--- src/rtl/grid_position_encoder.sv ---
// Grid cell to cursor position encoder: glides {x,y} one pixel per step tick toward the centre of a 3x3 cell.
// Optional GRID_ENC_RETARGET_EN: accept new requests while moving and retarget on the fly.
module grid_position_encoder #(
  parameter int STEP_DIV = 50000,
  parameter int X_C0     = 26,
  parameter int X_C1     = 80,
  parameter int X_C2     = 133,
  parameter int Y_C0     = 20,
  parameter int Y_C1     = 60,
  parameter int Y_C2     = 100
) (
  input  logic        clk,
  input  logic        rst_n,
  input  logic        req_valid,
  output logic        req_ready,
  input  logic [1:0]  req_col,
  input  logic [1:0]  req_row,
  output logic [15:0] pos_out,
  output logic        pos_update,
  output logic        busy,
  output logic        done,
  output logic        err
);

  localparam int CW = $clog2(STEP_DIV) + 1;
  localparam logic [CW-1:0] CNT_LAST = CW'(STEP_DIV - 1);
  localparam logic [7:0] X_RST = 8'(X_C1);
  localparam logic [7:0] Y_RST = 8'(Y_C1);

  typedef enum logic [1:0] {
    ST_IDLE = 2'd0,
    ST_MOVE = 2'd1,
    ST_DONE = 2'd2
  } state_t;

  state_t          state_r;
  logic [7:0]      x_r, y_r, tx_r, ty_r;
  logic [CW-1:0]   cnt_r;
  logic            step_r, pos_update_r, done_r, err_r;

  logic            accept_s, req_bad_s, at_tgt_s, tick_s;
  logic [7:0]      eff_tx_s, eff_ty_s, nx_s, ny_s;

  function automatic logic [7:0] centre_x(input logic [1:0] c);
    case (c)
      2'd0:    centre_x = 8'(X_C0);
      2'd1:    centre_x = 8'(X_C1);
      2'd2:    centre_x = 8'(X_C2);
      default: centre_x = 8'(X_C1);
    endcase
  endfunction

  function automatic logic [7:0] centre_y(input logic [1:0] r);
    case (r)
      2'd0:    centre_y = 8'(Y_C0);
      2'd1:    centre_y = 8'(Y_C1);
      2'd2:    centre_y = 8'(Y_C2);
      default: centre_y = 8'(Y_C1);
    endcase
  endfunction

  function automatic logic [7:0] step_toward(input logic [7:0] cur, input logic [7:0] tgt);
    if (cur < tgt) begin
      step_toward = cur + 8'd1;
    end else if (cur > tgt) begin
      step_toward = cur - 8'd1;
    end else begin
      step_toward = cur;
    end
  endfunction

`ifdef GRID_ENC_RETARGET_EN
  assign req_ready = (state_r == ST_IDLE) || (state_r == ST_MOVE);
`else
  assign req_ready = (state_r == ST_IDLE);
`endif
  assign busy       = (state_r == ST_MOVE) || (state_r == ST_DONE);
  assign pos_out    = {x_r, y_r};
  assign pos_update = pos_update_r;
  assign done       = done_r;
  assign err        = err_r;

  // Request decode and the target the current MOVE cycle steers toward
  always_comb begin
    accept_s  = req_valid & req_ready;
    req_bad_s = (req_col == 2'd3) || (req_row == 2'd3);
    if (accept_s && !req_bad_s) begin
      eff_tx_s = centre_x(req_col);
      eff_ty_s = centre_y(req_row);
    end else begin
      eff_tx_s = tx_r;
      eff_ty_s = ty_r;
    end
    at_tgt_s = (x_r == eff_tx_s) && (y_r == eff_ty_s);
    tick_s   = (cnt_r == CNT_LAST);
    nx_s     = step_toward(x_r, eff_tx_s);
    ny_s     = step_toward(y_r, eff_ty_s);
  end

  // Control FSM, step counter, cursor position and output pulses
  always_ff @(posedge clk or negedge rst_n) begin
    if (!rst_n) begin
      state_r      <= ST_IDLE;
      x_r          <= X_RST;
      y_r          <= Y_RST;
      tx_r         <= X_RST;
      ty_r         <= Y_RST;
      cnt_r        <= '0;
      step_r       <= 1'b0;
      pos_update_r <= 1'b0;
      done_r       <= 1'b0;
      err_r        <= 1'b0;
    end else begin
      done_r       <= 1'b0;
      err_r        <= 1'b0;
      step_r       <= 1'b0;
      pos_update_r <= step_r;
      case (state_r)
        ST_IDLE: begin
          if (accept_s) begin
            if (req_bad_s) begin
              err_r <= 1'b1;
            end else begin
              tx_r    <= eff_tx_s;
              ty_r    <= eff_ty_s;
              cnt_r   <= '0;
              state_r <= ST_MOVE;
            end
          end
        end
        ST_MOVE: begin
          // Retarget keeps the tick phase; only the target changes
          if (accept_s) begin
            if (req_bad_s) begin
              err_r <= 1'b1;
            end else begin
              tx_r <= eff_tx_s;
              ty_r <= eff_ty_s;
            end
          end
          if (at_tgt_s) begin
            done_r  <= 1'b1;
            state_r <= ST_DONE;
          end else if (tick_s) begin
            cnt_r  <= '0;
            x_r    <= nx_s;
            y_r    <= ny_s;
            step_r <= 1'b1;
          end else begin
            cnt_r <= cnt_r + CW'(1);
          end
        end
        ST_DONE: begin
          state_r <= ST_IDLE;
        end
        default: begin
          state_r <= ST_IDLE;
        end
      endcase
    end
  end

endmodule

--- config.mk ---
export PLATFORM = sky130hd
export DESIGN_NAME = grid_position_encoder
export DESIGN_NICKNAME = d
export VERILOG_FILES = /design/src/rtl/grid_position_encoder.sv
export SDC_FILE = /design/constraint.sdc
export NUM_CORES = 1
export LEC_CHECK = 0
export BUFFER_PORTS_ARGS = -buffer_cell sky130_fd_sc_hd__buf_2
export CAP_MARGIN = 20
export CORE_UTILIZATION = 55
export DETAILED_ROUTE_END_ITERATION = 12
export GPL_ROUTABILITY_DRIVEN = 0
export PLACE_DENSITY = 0.83
export SYNTH_ARGS = -nofsm -noshare
export SYNTH_HDL_FRONTEND = slang
export SYNTH_SLANG_ARGS = --single-unit
--- constraint.sdc ---
create_clock -name clk -period 5.08 [get_ports clk]
set_clock_uncertainty 0.05 [all_clocks]
set_input_delay 1.016 -clock clk [delete_from_list [all_inputs] [get_ports clk]]
set_output_delay 1.016 -clock clk [all_outputs]
set_load 0.1 [all_outputs]
==> reports/metrics.cfg, run 1 <==
[synthesis]
yosysMostFrequentCell=dfrtp_1
yosysWarningCount=0
syn_area_um2=3350
synthFlopType=dfrtp_1
synth_edf_count=0
synth_nets=370
syn_inst=329
synth_common_cells=dfrtp_1 (43), ha_1 (32), nor2_1 (26), inv_1 (24), nand2_1 (22)
synth-async-reset-ratio=1.00
syn_avg_cell_area_um2=10.2
synth.top_cell.area_share=0.321
synthTopCellsByArea=dfrtp_1 (32%), ha_1 (12%), dfstp_2 (9.4%)
synth.distinct_cells=46
synth_area_leader_cell=dfrtp_1
ys_seq_elements=55
ys_seq_area_frac=0.415

[global_routing]
grt_max_degree=56
grt_overflow_total=0
track_usage=0.231
antenna_found_initial=0
grt_pass1_wl_um=11500
grt_pass1_vias=2558

[job]
maxCapViolations=0

[route]
antenna_left=0
drt-initial-drc-count=140
num_vias=2538
wl_um=6740
vias_per_cell=5.74
wl_per_cell_um=15.2
dr.pass1.iters=4
drc=0

[clock_tree]
cts_tree=built
clk_path_buf_depth=2
postCtsHoldBufs=0
clk_latency_ns=0.32
numCtsBuffers=5
clock_sinks=55
cts_resized=0
post_cts_buffers=0
htreeDepth=2
clockRootBuffer=clkbuf_8
cts.clk_slew.worst_paths_ns=0.09

[floorplanning]
start_util=0.569
core_um2=5890
fp.dieH_um=80.1
fp-row-count=28
die_area_um2=6410
ioPinCount=28
die_x_um=80.1

[timing]
finalHoldViolations=0
fin_hold_ws_ns=0.308
fin_ws_ns=0.394
relSlewSlack=0.540
finalCritPeriodShare=0.922
final.setup.tns_ns=0
max_freq_mhz=213
maxSlewViolCount=0
rsz0062_at_grt=no
finalSetupViolations=0
fin_crit_ns=4.69
tightest_slew_ns=0.689

[critical_path]
path_class=input port to flip-flop
r2r-end=y_r[7]
cp_num_buf_inv=3
regToRegSetupSlack_ns=0.60
crit_cells=18
start_kind=input port
path_cells=buf_2 > a22oi_2 > nand3_2 > buf_4 > o21ai_0 > inv_1 > ha_1 > nand3_1 > nand2_1 > a21o_1 > or2_2 > ha_1 > nand3_1 > o211ai_1 > o41a_1 > or3b_1 > a221oi_1 > xor2_1
required_ns=5.27
critical-path-slowest-cell=ha_1
max_stage_delay_ns=0.41
cp-end-kind=flip-flop
crit_family=compound AO/OA/AOI/OAI gates
cp_data_arrival_time_ns=4.88
r2r_cells=18
cp_max_fo=14
worstReg2RegStart=state_r[0]

[final_layout]
layout.cells.non_filler=442
drive_gt1_frac=0.229
diodes=0
area_growth_pct=10.9
final_nets=407
fin_util=0.631
fin_area_um2=3720

[power]
power.total_mw=1.20
irDropWorstVdd_uv=189
power_frac_seq=0.440
combPwrFrac=0.360
switching_power_uw=465
power.leakage_nw=1.87
pwr-share-clk=0.200
p_sw_frac=0.388
p_int_uw=732
power.density_nw_per_um2=322

[place]
dpl_cell_area_um2=3610
dp_cells=433
dpl.hpwl_um=4990
io_buffer_count=27
dp_slack_ns=-0.136

[hold_path]
worstHoldPathCells=0
hp-class=flip-flop to flip-flop
hp-start=step_r
whs_endpoint=pos_update

[status]
status=completed

[per-layer routing]
| layer | part of all wire | wire length, µm | track usage |
|---|---|---|---|
| met1 | 0.46 | 3120 | 0.294 |
| met2 | 0.50 | 3380 | 0.398 |
| met3 | 0.024 | 160 | 0.0398 |
| met4 | 0.011 | 74 | 0.0714 |
| met5 | 0 | 0 | 0 |
[cell usage in the layout (no fill, tap or decap), drive strengths merged, types with 2 or more instances in the layout]
master  synthesis  layout
dfrtp          43      43
buf             2      33
ha             32      32
nor2           26      26
inv            24      24
nand2          23      23
a21oi          21      21
nand3          16      17
o21ai          14      14
mux2           14      14
xnor2          14      14
a21o           12      12
dfstp          12      12
xor2            9       9
and2            7       7
nor2b           6       6
nand4           6       6
nor3            6       6
clkbuf          2       5
nor4            5       5
o211ai          4       4
or2             3       3
o31ai           3       3
clkinv          0       3
nor3b           3       3
o41a            2       2
or3b            2       2
o21bai          2       2
or3             2       2
a221oi          2       2
fa              2       2
[power groups by stage]
| stage | Combinational (mW) | Clock (mW) | Sequential [mW] |
|---|---|---|---|
| floorplan | 0.324 | 0 | 0.537 |
| global placement | 0.406 | 0 | 0.534 |
| detailed placement | 0.422 | 0 | 0.535 |
| CTS | 0.425 | 0.247 | 0.527 |
| global route | 0.482 | 0.262 | 0.535 |
| finish | 0.431 | 0.239 | 0.527 |
[sequential cells by signal, indices dropped and copies added (netlist names)]
signal,count
cnt_r,17
tx_r,8
ty_r,8
x_r,8
y_r,8
state_r,2
done,1
err,1
pos_update,1
step_r,1
[area by class of cell]
type	count	area (µm²)
Inverter	24	90.1
Timing Repair Buffer	33	180
Fill cell	474	2170
Multi-Input combinational cell	247	1880
Clock inverter	3	15.0
Tap cell	75	93.8
Clock buffer	5	68.8
Sequential cell	55	1390
[cells by family (layout without fill, tap and decap cells)]
logic type / after synthesis / after routing / synth area share
simple gates: 109 / 110 / 0.173
fa+ha+maj: 34 / 34 / 0.131
mux: 14 / 14 / 0.0470
xor+xnor: 23 / 23 / 0.0601
flops: 55 / 55 / 0.415
buf+inv: 28 / 65 / 0.0321
compound gates: 66 / 66 / 0.141
[worst max path at each step]
stage,end,from,slack (ns)
after CTS,x_r[7],req_col[0],0.19
after detailed placement,x_r[7],req_col[0],-0.14
after global placement,x_r[7],req_col[0],0.08
final,y_r[7],req_col[0],0.39
after global routing,y_r[7],req_col[0],0.07
after floorplan,y_r[7],state_r[0],0.01
[worst register-to-register path, delay by kind of cell (launching register included)]
kind                       cells  cell delay, ns
DFF                            1            0.40
buffers and inverters          3            0.41
xor gates and xnor gates       1            0.17
AOI/OAI and AO/OA              5            1.15
adders and majority gates      3            1.07
and+or+nand+nor                6            1.17
(Power assumes the default switching activity.)
==> run 2: changes to the inputs <==
--- a/config.mk
+++ b/config.mk
@@ -5,6 +5,7 @@
 export SDC_FILE = /design/constraint.sdc
 export NUM_CORES = 1
 export LEC_CHECK = 0
+export ABC_AREA = 1
 export BUFFER_PORTS_ARGS = -buffer_cell sky130_fd_sc_hd__buf_2
 export CAP_MARGIN = 20
 export CORE_UTILIZATION = 55
==> run 2 against run 1 <==
Final area up 5.9%. Sequential cell count is the same. First-iteration DRC count rose by 56%. Utilization down 1.5 points. Non-clock buffer count is 5 lower. Register-to-register slack better by 0.44 ns. Sequential share of layout area down 2.1 points. Maximum frequency is 12% higher. Routed wire length increased by 18%. Global-route usage increased by 1.6 points.
==> reports/metrics.cfg, run 2 <==
[critical_path]
path_class=input port to flip-flop
regToRegSetupSlack_ns=1.04  ; +0.44 ns
cp_data_arrival_time_ns=4.33  ; -0.55 ns
start_kind=input port
max_stage_delay_ns=0.43  ; +0.02 ns
path_cells=buf_2 > nand2_1 > nand4_2 > inv_1 > o21ai_0 > o21ai_0 > ha_1 > a21o_1 > nor2_1 > nand2_1 > ha_1 > nand3_1 > nand3_1 > a21oi_1 > inv_1 > nand2_1 > nand2_1 > o21ai_0 > nand2_1
critical-path-slowest-cell=ha_1
cp_max_fo=16  ; +2
required_ns=5.22  ; -0.05 ns
cp-end-kind=flip-flop
cpMostUsedCell=nand2_1

[floorplanning]
ioPinCount=28  ; unchanged
core_um2=6390  ; +8.5%
fp.dieH_um=83.4  ; +4.2%
fp-row-count=29  ; +3.6%
die_x_um=83.4  ; +4.2%
die_area_um2=6960  ; +8.6%
start_util=0.571  ; +0.00162

[route]
wl_um=7960  ; +18%
num_vias=3158  ; +24%
drc=0  ; unchanged
antenna_left=0  ; unchanged
vias_per_cell=5.44  ; -5.2%
wl_per_cell_um=13.7  ; -10%
drt-initial-drc-count=219  ; +56%
dr.pass1.iters=5  ; +1

[synthesis]
syn_area_um2=3650  ; +8.8%
synth_mux_area_frac=0  ; -0.0471
yosysMostFrequentCell=nand2_1
synth_adder_area_share=0.121  ; -0.0106
syn_inst=476  ; +45%
synthFlopType=dfrtp_1
synth-async-reset-ratio=1.00  ; unchanged
synth_area_leader_cell=dfrtp_1
synth_edf_count=0  ; unchanged
synth_nets=517  ; +40%
synth.distinct_cells=35  ; -24%
yosysWarningCount=0  ; unchanged
synth_top_family_by_area=simple AND/OR/NAND/NOR gates
synthTopCellsByArea=dfrtp_1 (30%), nand2_1 (13%), ha_1 (11%)
yosys.area_share.simple=0.269  ; +0.0965
ys_seq_area_frac=0.382  ; -0.0336
synth.top_cell.area_share=0.295  ; -0.0260
ys_seq_elements=55  ; unchanged
synth_common_cells=nand2_1 (122), inv_1 (73), dfrtp_1 (43), nor2_1 (43), ha_1 (32)
syn_avg_cell_area_um2=7.66  ; -25%
synth_compound_area_frac=0.101  ; -0.0406
synth-xor-area-share=0.0312  ; -0.0289

[clock_tree]
htreeDepth=2  ; unchanged
cts_tree=built
cts_resized=0  ; unchanged
numCtsBuffers=5  ; unchanged
postCtsHoldBufs=0  ; unchanged
clk_latency_ns=0.30  ; -0.02 ns
post_cts_buffers=0  ; unchanged
clockRootBuffer=clkbuf_8
cts.clk_slew.worst_paths_ns=0.10  ; about the same
clk_path_buf_depth=2  ; unchanged
clock_sinks=55  ; unchanged

[final_layout]
seqCellArea_um2=1390  ; unchanged
fin_util=0.616  ; -0.0150
final_nets=543  ; +33%
multi_input_area_um2=1900  ; +1.4%
diodes=0  ; unchanged
layout_commonest_cell=nand2_1
num-fill-cells=574  ; +21%
area_growth_pct=7.96
fin_area_um2=3940  ; +5.9%
final_cell_mix=nand2_1 (122), inv_1 (73), nor2_1 (43), dfrtp_1 (43), ha_1 (32)
drive_gt1_frac=0.139  ; -0.0897
largest_register=cnt_r
largest_register_ffs=17  ; unchanged

[timing]
maxSlewViolCount=0  ; unchanged
relSlewSlack=0.542  ; +0.00199
finalHoldViolations=0  ; unchanged
rsz0062_at_grt=no
finalSetupViolations=0  ; unchanged
final.setup.tns_ns=0  ; unchanged
finalCritPeriodShare=0.825  ; -0.0977
fin_ws_ns=0.891  ; +0.496 ns
fin_crit_ns=4.19  ; -0.496 ns
tightest_slew_ns=0.686  ; -0.00298 ns
max_freq_mhz=239  ; +12%

[power]
irDropWorstVdd_uv=555  ; +190%
power_frac_seq=0.320  ; -0.120
power.leakage_nw=2.08  ; +11%
power.total_mw=1.66  ; +39%
power.density_nw_per_um2=423  ; +31%
combPwrFrac=0.497  ; +0.137
p_int_uw=918  ; +25%
switching_power_uw=747  ; +61%
p_sw_frac=0.449  ; +0.0601
pwr-share-clk=0.183  ; -0.017

[place]
dp_slack_ns=0.607  ; +0.743 ns
io_buffer_count=27  ; unchanged
dpl.hpwl_um=6020  ; +21%
dpl_cell_area_um2=3820  ; +5.9%

[global_routing]
grt_pass1_vias=3095  ; +21%
antenna_found_initial=0  ; unchanged
grt_max_degree=56  ; unchanged
grt_pass1_wl_um=13900  ; +21%
grt_overflow_total=0  ; unchanged
track_usage=0.247  ; +0.0161

[job]
maxCapViolations=0  ; unchanged

[hold_path]
hp-class=flip-flop to flip-flop

[status]
status=completed

-- run 2: cell type report --
type / count / share of cell area
tap: 77 / 0.0245
clock buffer: 6 / 0.0210
timing repair buffer: 28 / 0.0362
clock inverter: 2 / 0.00890
inverter: 76 / 0.0725
sequential: 55 / 0.353
multi-input combinational: 336 / 0.483
-- run 2: final timing paths --
| kind | end | startpoint | depth (start not counted) |
|---|---|---|---|
| max | x_r[7] | req_col[0] | 19 |
| min in group asynchronous | state_r[0] | rst_n | 2 |
| min | pos_update | step_r | 0 |
| min reg2reg | pos_update | step_r | 0 |
| max in group asynchronous | x_r[7] | rst_n | 2 |
| max reg2reg | x_r[7] | state_r[0] | 19 |
-- run 2: logic make-up (layout without fill, tap and decap cells) --
| logic type | after synthesis | after routing |
|---|---|---|
| AND/OR/NAND/NOR | 223 | 223 |
| buffers and inverters | 85 | 112 |
| AO/OA/AOI/OAI | 66 | 66 |
| flip-flops | 55 | 55 |
| adder cells (fa/ha/maj) | 34 | 34 |
| XOR/XNOR | 13 | 13 |
-- run 2: metal layers --
metal | global-route usage | vias to the layer above | part of all wire
met5 | 0 | - | 0
met4 | 0.0586 | 0 | 0.013
met3 | 0.0586 | 12 | 0.046
met2 | 0.431 | 83 | 0.49
met1 | 0.309 | 1487 | 0.45
li1 | - | 1576 | -
-- run 2: per-stage QoR --
step | hold WS, ns | instances
4_1_cts | 0.311 | 580
6_report | 0.314 | 580
2_1_floorplan | 0.281 | 476
3_5_place_dp | 0.287 | 572
5_1_grt | 0.341 | 580
3_3_place_gp | 0.286 | 572
-- run 2: critical path, delay by kind of cell --
family / cells / cell delay [ns]
AO/OA/AOI/OAI: 5 / 0.88
AND/OR/NAND/NOR: 9 / 1.17
adder cells (fa/ha/maj): 2 / 0.72
buffers and inverters: 3 / 0.56
-- run 2: power groups by stage --
stage	logic [mW]	clock network (mW)	registers, mW
floorplan	0.670	0	0.541
CTS	0.827	0.313	0.532
finish	0.826	0.305	0.533
global placement	0.788	0	0.538
detailed placement	0.819	0	0.540
global route	0.932	0.330	0.538
